### config.mk
export PLATFORM = sky130hd
export DESIGN_NAME = mem_dump_reader
export DESIGN_NICKNAME = d
export VERILOG_FILES = /design/src/rtl/mem_bus_pkg.sv /design/src/rtl/mem_dump_reader.sv
export SDC_FILE = /design/constraint.sdc
export NUM_CORES = 1
export LEC_CHECK = 0
export ABC_AREA = 1
export BUFFER_PORTS_ARGS = -buffer_cell sky130_fd_sc_hd__buf_2
export CAP_MARGIN = 5
export CORE_MARGIN = 1.5
export CORE_UTILIZATION = 40
export CTS_CLUSTER_DIAMETER = 40
export CTS_CLUSTER_SIZE = 20
export DETAILED_ROUTE_END_ITERATION = 10
export GPL_ROUTABILITY_DRIVEN = 0
export GPL_TIMING_DRIVEN = 0
export SLEW_MARGIN = 20
export SYNTH_ARGS = -nofsm -noshare
export SYNTH_HDL_FRONTEND = slang
export SYNTH_SLANG_ARGS = --single-unit
### constraint.sdc
create_clock -name clk -period 2.1 [get_ports clk]
set_clock_uncertainty 0.05 [all_clocks]
set_input_delay 0.315 -clock clk [delete_from_list [all_inputs] [get_ports clk]]
set_output_delay 0.315 -clock clk [all_outputs]
set_load 0.02 [all_outputs]
### src/rtl/mem_bus_pkg.sv
// Types and defaults shared by the memory-bus initiators and the memory model.
// The CSUM state exists only when DUMP_CHECKSUM_EN is defined.
package mem_bus_pkg;

  localparam int MEM_ADDR_W = 16;
  localparam int MEM_DATA_W = 16;
  localparam int WORD_BYTES = 2;

  typedef enum logic [2:0] {
    ST_IDLE,
    ST_READ,
    ST_SEND,
`ifdef DUMP_CHECKSUM_EN
    ST_CSUM,
`endif
    ST_DONE
  } dump_state_t;

endpackage

### src/rtl/mem_dump_reader.sv
// Reads word_count little-endian words from base_addr over the shared bus and streams them out.
// Define DUMP_CHECKSUM_EN to append a 16-bit modular checksum beat carrying out_last.
module mem_dump_reader
  import mem_bus_pkg::*;
#(
  parameter int ADDR_W = MEM_ADDR_W,
  parameter int DATA_W = MEM_DATA_W
) (
  input  logic              clk,
  input  logic              rst,
  input  logic              start,
  input  logic [ADDR_W-1:0] base_addr,
  input  logic [15:0]       word_count,
  output logic              busy,
  output logic              done,
  output logic              bus_req,
  input  logic              bus_gnt,
  output logic [ADDR_W-1:0] addr,
  output logic              en,
  input  logic [DATA_W-1:0] rd_data,
  output logic              out_valid,
  input  logic              out_ready,
  output logic [DATA_W-1:0] out_data,
  output logic              out_last
);

  dump_state_t       state_reg, state_next;
  logic [ADDR_W-1:0] addr_reg, addr_next;
  logic [15:0]       remaining_reg, remaining_next;
  logic [DATA_W-1:0] data_reg, data_next;
  logic              valid_reg, valid_next;
  logic              last_reg, last_next;
`ifdef DUMP_CHECKSUM_EN
  logic [DATA_W-1:0] csum_reg, csum_next;
`endif

  always_ff @(posedge clk) begin
    if (rst) begin
      state_reg     <= ST_IDLE;
      addr_reg      <= '0;
      remaining_reg <= '0;
      data_reg      <= '0;
      valid_reg     <= 1'b0;
      last_reg      <= 1'b0;
`ifdef DUMP_CHECKSUM_EN
      csum_reg      <= '0;
`endif
    end else begin
      state_reg     <= state_next;
      addr_reg      <= addr_next;
      remaining_reg <= remaining_next;
      data_reg      <= data_next;
      valid_reg     <= valid_next;
      last_reg      <= last_next;
`ifdef DUMP_CHECKSUM_EN
      csum_reg      <= csum_next;
`endif
    end
  end

  always_comb begin
    state_next     = state_reg;
    addr_next      = addr_reg;
    remaining_next = remaining_reg;
    data_next      = data_reg;
    valid_next     = valid_reg;
    last_next      = last_reg;
`ifdef DUMP_CHECKSUM_EN
    csum_next      = csum_reg;
`endif
    case (state_reg)
      ST_IDLE: begin
        if (start) begin
          addr_next      = base_addr;
          remaining_next = word_count;
`ifdef DUMP_CHECKSUM_EN
          csum_next      = '0;
`endif
          if (word_count != 16'd0) begin
            state_next = ST_READ;
          end else begin
`ifdef DUMP_CHECKSUM_EN
            // Empty dump still emits the (zero) checksum beat.
            data_next  = '0;
            valid_next = 1'b1;
            last_next  = 1'b1;
            state_next = ST_CSUM;
`else
            state_next = ST_DONE;
`endif
          end
        end
      end
      ST_READ: begin
        if (bus_gnt) begin
          data_next      = rd_data;
          valid_next     = 1'b1;
          remaining_next = remaining_reg - 16'd1;
`ifdef DUMP_CHECKSUM_EN
          csum_next      = csum_reg + rd_data;
          last_next      = 1'b0;
`else
          last_next      = (remaining_reg == 16'd1);
`endif
          state_next     = ST_SEND;
        end
      end
      ST_SEND: begin
        if (out_ready) begin
          valid_next = 1'b0;
          last_next  = 1'b0;
          if (remaining_reg != 16'd0) begin
            addr_next  = addr_reg + ADDR_W'(WORD_BYTES);
            state_next = ST_READ;
          end else begin
`ifdef DUMP_CHECKSUM_EN
            // csum_reg already includes the word just delivered.
            data_next  = csum_reg;
            valid_next = 1'b1;
            last_next  = 1'b1;
            state_next = ST_CSUM;
`else
            state_next = ST_DONE;
`endif
          end
        end
      end
`ifdef DUMP_CHECKSUM_EN
      ST_CSUM: begin
        if (out_ready) begin
          valid_next = 1'b0;
          last_next  = 1'b0;
          state_next = ST_DONE;
        end
      end
`endif
      ST_DONE: state_next = ST_IDLE;
      default: state_next = ST_IDLE;
    endcase
  end

  assign busy      = (state_reg != ST_IDLE);
  assign done      = (state_reg == ST_DONE);
  assign bus_req   = (state_reg != ST_IDLE) && (state_reg != ST_DONE);
  assign addr      = addr_reg;
  assign en        = 1'b0;
  assign out_valid = valid_reg;
  assign out_data  = data_reg;
  assign out_last  = last_reg;

endmodule

Word-level counts from Yosys, hierarchy flattened
Index checks and enable logic that the tools add are counted.
{"block": "totals", "regBits": 53}
{"block": "op_classes", "addsub": 2, "eq_ne": 9, "mux": 18, "n_reduce_logical": 13}
{"op": "$mux 16", "n": 5}
{"op": "$pmux 16 s2", "n": 2}
{"op": "$reduce_bool 16->1", "n": 2}
{"op": "$add 16x2->16 const B", "n": 1}
{"op": "$eq 16x1->1 const B", "n": 1}
{"op": "$sub 16x1->16 const B", "n": 1}
{"op": "$mux 3", "n": 3}
{"op": "$pmux 3 s3", "n": 1}
{"op": "$reduce_and 3->1", "n": 3}
{"op": "$ne 2x2->1 const B", "n": 4}
{"op": "$eq 3x2->1 const B", "n": 2}
{"op": "$reduce_bool 2->1", "n": 3}
{"op": "$mux 2", "n": 2}
{"op": "$pmux 1 s2", "n": 2}
{"op": "$reduce_and 4->1", "n": 1}
{"op": "$eq 3x1->1 const B", "n": 1}
{"op": "$logic_not 3->1", "n": 1}
{"op": "$mux 1", "n": 3}
{"op": "$ne 3x2->1 const B", "n": 1}
{"op": "$reduce_bool 3->1", "n": 1}
{"op": "$reduce_and 2->1", "n": 1}
{"op": "$logic_and 1x1->1", "n": 1}

Logic depth before layout (Yosys ltp)
Gate-level depths: netlist of the first run.
{"block": "depth", "word_depth": 4, "depth_mapped": 12}

Worst setup path before layout of the first run
OpenSTA, ideal clock, no wires.
{"block": "synth_path", "path_type": "reg2reg", "startpoint": "reg state_reg[0]", "endpoint": "reg addr_reg[6] (netlist: addr[6])", "setup_time_ps": 114, "arrival_time_ps": 1488, "required_time_ps": 1936, "setup_slack_ps": 448, "stages_incl_launch_ff": 11, "path_buffers": 1, "period_less_slack_ps": 1652, "cell_sequence": "dfxtp_1 -> inv_1 -> ha_1 -> inv_2 -> or2_1 -> and3_4 -> nand2_4 -> inv_2 -> buf_6 -> o21ai_1 -> nor2_1"}
{"block": "synth_via", "elab_chain_len": 3, "word_cells_on_any_way": 8, "cone_classes": "4 x eq/ne; 1 x mux; 3 x reduce/logical"}
{"item": "from (decl)", "line": "mem_dump_reader.sv:27", "source": "dump_state_t state_reg, state_next;"}
{"item": "from (signal assigned)", "line": "mem_dump_reader.sv:49", "source": "state_reg <= state_next;"}
{"item": "$eq 3x2->1 / $logic_not 3->1 (equally long branches)", "line": "mem_dump_reader.sv:71", "source": "case (state_reg)"}
{"item": "$ne 2x2->1 (no source line) / $reduce_bool 2->1 (equally long branches)"}
{"item": "$reduce_and 4->1 (no source line)"}
{"item": "to (signal assigned)", "line": "mem_dump_reader.sv:50", "source": "addr_reg <= addr_next;"}
{"item": "to (decl)", "line": "mem_dump_reader.sv:28", "source": "logic [ADDR_W-1:0] addr_reg, addr_next;"}
Parallel ways exist; a longest one is shown, timed or not.
A chain may end at the register's enable or synchronous reset.

Worst setup path after layout of the first run
{"block": "layout_path", "startpoint": "reg state_reg[1]", "endpoint": "reg remaining_reg[9]"}
{"block": "layout_via", "elab_chain_len": 3, "word_cells_on_any_way": 7, "cone_classes": "3 x eq/ne; 1 x mux; 3 x reduce/logical"}
{"item": "$eq 3x1->1 / $logic_not 3->1 (equally long branches)", "line": "mem_dump_reader.sv:71"}
{"item": "$ne 2x2->1 (no source line) / $reduce_bool 2->1 (equally long branches)"}
{"item": "$reduce_and 3->1 (no source line)"}
{"item": "to (signal assigned)", "line": "mem_dump_reader.sv:51", "source": "remaining_reg <= remaining_next;"}
{"item": "to (decl)", "line": "mem_dump_reader.sv:29", "source": "logic [15:0] remaining_reg, remaining_next;"}
Parallel ways exist; a longest one is shown, timed or not.

==> key figures, run 1 <==
Floorplanning
  – Die Wd: 90.9 um
  – Total core area: ~7400 sq um
  – Die area: around 8300 sq um
  – Placement row count: 31
  – Die height: 90.9 um
  – # IOs: 91
  – Starting Density: 42.0%

Drt
  – Initial drt markers: roughly 170
  – Routed wire length: about 9 mm
  – WL/cell: 12.7 um
  – Vias per cell: between 4 and 5
  – Routed Antenna Nets: 0
  – Pre-antenna DRT Iters: 4
  – Vias post-DR: 3420
  – DRC viols: 0

Timing
  – Fmax: around 520 MHz
  – Tightest Pin Transition: 0.702 ns
  – Post-route setup TNS: 0 ns
  – Final period util: around nine tenths
  – Hold Vio Cnt, Final: 0
  – Final setup viols: 0
  – Pins Over Slew Limit: 0
  – WHS: about 0.2 ns
  – Max-slew headroom: 53.2%
  – Unrepaired setup endpoints after global routing: no
  – Crit path time final: a little under 2 ns

Critical path
  – CP startpoint kind: flop
  – Critical Path RT: ~2.2 ns
  – Critical path peak fanout: 10
  – WP data arrival: approximately 2 ns
  – Critical path type: flop to flop
  – Crit path from: state_reg[1]
  – CP endpoint kind: flop
  – Crit Reg-Reg Startpoint: state_reg[1]
  – Reg2reg path depth: 11
  – Reg2reg setup slack: between 0.15 and 0.2 ns

CTS
  – Buffers from clock root to sink, at most: 2
  – CTS tree: yes
  – Number of H-tree levels: 2
  – Post-CTS Setup Inserts: 0
  – Clk_lat worst skew: approximately 0.32 ns
  – Reg clk slew, reported paths: about 0.1 ns
  – Clock sinks: 52
  – TritonCTS Buffers: 5
  – Post-CTS sizing: 0
  – # hold bufs at CTS: 0
  – Clk root buf: clkbuf_8

Yosys
  – Syn avg cell area: between 6 and 7 sq um
  – Unique masters post-synth: 34
  – Synthesized Nets: 560
  – Yosys reg bits: 52
  – Mapped cell area: 3090 sq um
  – Post-Syn Instances: 500
  – Seq/Total Area, Yosys: about a third
  – Area share of the leading cell type in the synthesized netlist: 33.7%
  – Area leader, netlist: dfxtp_1
  – Area contributors post-synth: dfxtp_1 34%, nand2_1 15%, nor2_1 13%
  – Syn. warnings: 0

Final layout
  – Filler Cells Inserted: about 810
  – Ratio of cells with drive above 1 in the final layout: 21.3%
  – Post-Layout Cell Count: between 600 and 700
  – Final #Nets: between 600 and 700
  – Post-Route Utilization: between 50% and 60%
  – Area Overhead vs Synth: 21.7%
  – N_diodes: 0

Power and ir drop
  – Combinational Power Share: about three fifths
  – Design internal power: 0.00276 W
  – P_leak: between 1.5 and 2 nW
  – Switching share of power: 51.7%
  – Sw Pwr: ~0.003 W
  – Seq pwr share: a little under a third
  – Worst vdd ir: 0.443 mV
  – Clock power share: ~11%
  – Pwr dens: around 1500 nW/um^2

Min path
  – Hold Path Depth: 3
  – Min-delay src: rd_data[11]
  – Worst hold path type: input port to flop

Global routing
  – Antenna violations before repair: 0
  – GR Overflow Total: 0
  – Largest net degree at the start of global routing: 19
  – Vias in the first global route: 3044
  – Global-route wire length before repair: between 10 and 15 mm
  – Gr usage total: roughly 22%

Run
  – Max-cap violations: 0

Placed design
  – PortBufs: slightly below 90
  – Cells after DPL: ~700
  – DPL Wire Length: a little under 7 mm

Status
  – Status: complete, no violations
metrics by stage:
step / worst slack, ns / total power (W) / instance area (sq um)
after global placement: 0.165 / 0.00505 / 3660
after floorplan: 0.448 / 0.00415 / 3090
after CTS: 0.121 / 0.00571 / 3760
after detailed placement: 0.139 / 0.00507 / 3660
final: 0.178 / 0.00572 / 3760
after global routing: 0.00644 / 0.00626 / 3760
synth_stat cells, drive strengths merged:
master	count
clkinv	1
o211ai	4
a31oi	2
dfxtp	52
clkbuf	9
a211oi	2
nand3b	3
nand2	128
conb	1
o21bai	1
a21oi	32
or2	5
buf	12
and3	1
xnor2	1
nand4	6
inv	41
nand3	33
nor2	113
ha	7
nor3	2
o21ai	44
critical path, cell delays in order, from the launching register on:
cell and delay, ns:
dfxtp_1 0.40, inv_1 0.08, ha_1 0.18, buf_2 0.17
inv_1 0.08, nand2_1 0.05, nand3_1 0.08, buf_2 0.22
buf_2 0.28, nor2_1 0.07, nand2_1 0.07, a21oi_1 0.06
cell usage in the layout, fill, tap and decap left out, types with 2 or more instances in the layout:
| cell type | count |
|---|---|
| o21ai_0 | 40 |
| inv_2 | 2 |
| a31oi_1 | 2 |
| inv_6 | 2 |
| ha_1 | 7 |
| nand3_1 | 32 |
| nand3b_1 | 3 |
| or2_2 | 4 |
| nand2_1 | 126 |
| a211oi_1 | 2 |
| nor3_1 | 2 |
| dfxtp_1 | 52 |
| clkbuf_2 | 2 |
| nand2_4 | 2 |
| buf_6 | 2 |
| a21oi_1 | 29 |
| o211ai_1 | 4 |
| o21ai_1 | 4 |
| buf_2 | 96 |
| clkbuf_1 | 8 |
| clkbuf_8 | 5 |
| nor2_2 | 2 |
| nand4_1 | 6 |
| a21oi_2 | 3 |
| inv_1 | 39 |
| nor2_1 | 109 |
layout make-up:
class / instances / area (sq um) / area share (%)
well taps: 99 / 124 / 3.29
inverters: 42 / 161 / 4.29
flip-flops and latches: 52 / 1040 / 27.7
clock buffers: 5 / 68.8 / 1.83
clock inverters: 3 / 26.3 / 0.698
plain buffers: 21 / 109 / 2.89
multi-input cells: 385 / 1790 / 47.5
repair buffers: 89 / 445 / 11.8
power groups by stage:
stage	clock, W	sequential (W)	combinational, W
after floorplan	0	0.00192	0.00223
after global placement	0	0.00173	0.00332
after detailed placement	0	0.00174	0.00333
after CTS	0.000644	0.00172	0.00335
after global routing	0.000684	0.00179	0.00379
final	0.000629	0.00172	0.00336
layer usage:
metal	vias up	part of all wire [%]	track usage [%]
li1	1786	-	-
met1	1535	49	30.9
met2	92	45	34.5
met3	7	5.4	4.36
met4	0	0.98	4.82
met5	-	0	0
final timing paths:
check | endpoint
worst min register to register | out_last
worst min-delay path | out_data[11]
worst max register to register | remaining_reg[9]
worst max-delay path | remaining_reg[9]
cells by family after synthesis:
group,count (synthesis),share of synthesized area (%)
and+or+nand+nor,291,39.8
DFF,52,33.7
xor gates and xnor gates,1,0.283
AOI/OAI and AO/OA,85,14.8
buffers and inverters,63,8.54
other,1,0.121
adders and majority gates,7,2.83
Power figures use the tool's default switching activity.
==> run 2: changes to the inputs <==
PLACE_DENSITY = 0.75   (was not set)
SLEW_MARGIN = not set   (was 20)
==> run 2 against run 1 <==
  * Critical endpoint unchanged
  * Critical path type unchanged
  * Sequential share of layout area is essentially flat
  * Setup slack improved by 0.011 ns
  * Utilization decreased by 0.085 points
  * Wire length fell by 1.4%
  * Combinational power is essentially flat
  * Power shrank 0.28%
  * Non-clock buffer count unchanged
  * Count of clock-buffer cells in the layout unchanged
  * Maximum frequency increased by 0.55%
  * First-iteration DRC count grew 35%
  * Flip-flop and latch count did not move
  * Clock power up 2%
==> key figures, run 2 (synthesized netlist as in run 1, its figures left out) <==
Placed design
  – Cells after DPL: 688 (unchanged)
  – Setup Slack @ Placement: 0.106 ns (-0.0321 ns)
  – Placed Area: 3660 sq um (unchanged)
  – PortBufs: 89 (unchanged)
  – DPL Wire Length: 6.59 mm (-2.4%)

Global routing
  – Vias in the first global route: 3086 (+1.4%)
  – GR Overflow Total: 0 (unchanged)
  – Gr usage total: 21.3% (-0.70 points)
  – Global-route wire length before repair: 14.4 mm (-2.7%)
  – Largest net degree at the start of global routing: 19 (unchanged)
  – Antenna violations before repair: 0 (unchanged)

Critical path
  – Critical Path End: remaining_reg[9]
  – CP endpoint kind: flop
  – Critical R2R Capture: remaining_reg[9]
  – Critical path type: flop to flop
  – Crit path from: state_reg[0]
  – Critical path peak fanout: 10 (unchanged)
  – Reg2reg path depth: 10 (-1)
  – Critical Path RT: 2.23 ns (about the same)
  – Reg2reg setup slack: 0.19 ns (about the same)
  – Crit Reg-Reg Startpoint: state_reg[0]
  – WP data arrival: 2.04 ns (about the same)
  – CP startpoint kind: flop

Floorplanning
  – Die area: 8270 sq um (unchanged)
  – Die Wd: 90.9 um (unchanged)
  – Starting Density: 42.0% (unchanged)
  – Total core area: 7370 sq um (unchanged)
  – Die height: 90.9 um (unchanged)
  – Placement row count: 31 (unchanged)
  – # IOs: 91 (unchanged)

CTS
  – Post-CTS sizing: 0 (unchanged)
  – CTS tree: yes
  – Reg clk slew, reported paths: 0.12 ns (+0.02 ns)
  – Clk root buf: clkbuf_8
  – Post-CTS Setup Inserts: 0 (unchanged)
  – # hold bufs at CTS: 0 (unchanged)
  – Number of H-tree levels: 2 (unchanged)
  – Buffers from clock root to sink, at most: 2 (unchanged)
  – Clock sinks: 52 (unchanged)
  – TritonCTS Buffers: 5 (unchanged)
  – Clk_lat worst skew: 0.33 ns (about the same)

Timing
  – Max-slew headroom: 57.5% (+4.3 points)
  – Setup WS post-layout: 0.189 ns (+0.0106 ns)
  – Post-route setup TNS: 0 ns (unchanged)
  – Fmax: 523 MHz (+0.55%)
  – Unrepaired setup endpoints after global routing: no
  – Final period util: 91.0% (-0.50 points)
  – Hold Vio Cnt, Final: 0 (unchanged)
  – Tightest Pin Transition: 0.638 ns (-0.0638 ns)
  – Crit path time final: 1.91 ns (-0.0106 ns)
  – Final setup viols: 0 (unchanged)
  – Pins Over Slew Limit: 0 (unchanged)

Status
  – Status: complete, no violations

Drt
  – Post-Route M1 WL: 4.03 mm (-7.1%)
  – WL/cell: 12.5 um (-1.4%)
  – Routed Antenna Nets: 0 (unchanged)
  – Initial drt markers: 225 (+35%)
  – Vias per cell: 4.96 (+0.94%)
  – Met3 Wirelength: 513 um (+8.0%)
  – Vias post-DR: 3452 (+0.94%)
  – Pre-antenna DRT Iters: 5 (+1)
  – WL met2: 4.06 mm (+2.7%)
  – Highest routed layer: met4
  – Routed wire length: 8.73 mm (-1.4%)
  – DRC viols: 0 (unchanged)

Power and ir drop
  – Pwr dens: 1520 nW/um^2 (-0.11%)
  – Worst vdd ir: 0.550 mV (+24%)
  – Combinational Power Share: 58.5% (-0.3 points)
  – P_leak: 1.83 nW (-0.27%)
  – Seq pwr share: 30.3% (about the same)
  – Sw Pwr: 0.00294 W (-0.39%)
  – Clock power share: 11.3% (+0.3 points)
  – Switching share of power: 51.6% (-0.060 points)
  – Design internal power: 0.00276 W (-0.15%)

Min path
  – Worst hold path type: input port to flop

Final layout
  – Post-Layout Cell Count: 696 (unchanged)
  – N_diodes: 0 (unchanged)
  – Ratio of cells with drive above 1 in the final layout: 20.9% (-0.34 points)
  – Commonest non-fill, non-tap cell in the layout: nand2_1
  – Fin area: 3760 sq um (-0.17%)
  – Final #Nets: 656 (unchanged)
  – Commonest non-fill, non-tap cells in the layout: 126 x nand2_1, 109 x nor2_1, 96 x buf_2
  – Filler Cells Inserted: 789 (-2.4%)
  – Area Overhead vs Synth: 21.5%

Run
  – Max-cap violations: 0 (unchanged)
run 2: cell counts in the layout (fill, tap and decap cells not counted):
No cell type changed its count.
run 2: layout make-up:
cell class / instances / area [sq um] / share of cell area, %
clock inverters: 3 / 25.0 / 0.666
plain buffers: 21 / 108 / 2.86
well taps: 99 / 124 / 3.30
multi-input cells: 385 / 1790 / 47.6
repair buffers: 89 / 445 / 11.9
clock buffers: 5 / 68.8 / 1.83
flip-flops and latches: 52 / 1040 / 27.7
inverters: 42 / 158 / 4.20
run 2: worst min path at each step:
stage	start	cells after the start	slack [ns]	endpoint
global placement	addr[0]	2	0.38	addr[0]
finish	rst	2	0.17	addr[13]
detailed placement	addr[0]	2	0.39	addr[0]
floorplan	rst	1	0.33	addr[13]
global route	rst	2	0.19	addr[13]
CTS	rst	2	0.17	addr[13]
run 2: power by group through the flow:
stage	combinational [W]	clock (W)	sequential (W)
2_1_floorplan	0.00223	0	0.00192
3_3_place_gp	0.00324	0	0.00173
3_5_place_dp	0.00331	0	0.00174
4_1_cts	0.00332	0.000655	0.00172
5_1_grt	0.00373	0.000682	0.00179
6_report	0.00334	0.000642	0.00173
run 2: worst max-delay path: stages (launching register included):
cell and delay [ns]:
dfxtp_1 0.38, inv_1 0.09, ha_1 0.28, inv_1 0.13, nand2_1 0.06, nand3_1 0.09
buf_2 0.25, buf_2 0.26, nor2_1 0.06, nand2_1 0.06, a21oi_1 0.06
run 2: per-stage QoR:
stage	utilization [%]	total power [W]	hold WS [ns]
final	51.0	0.00570	0.170
after global routing	51.0	0.00620	0.187
after CTS	51.0	0.00570	0.166
after detailed placement	49.7	0.00505	0.387
after global placement	49.7	0.00497	0.381
after floorplan	-	0.00415	0.334
run 2: routing by layer:
| metal | vias to the layer above | GRT usage (%) |
|---|---|---|
| met2 | 109 | 36.4 |
| li1 | 1795 | - |
| met1 | 1537 | 28.0 |
| met3 | 11 | 2.76 |
| met5 | - | 0 |
| met4 | 0 | 5.60 |
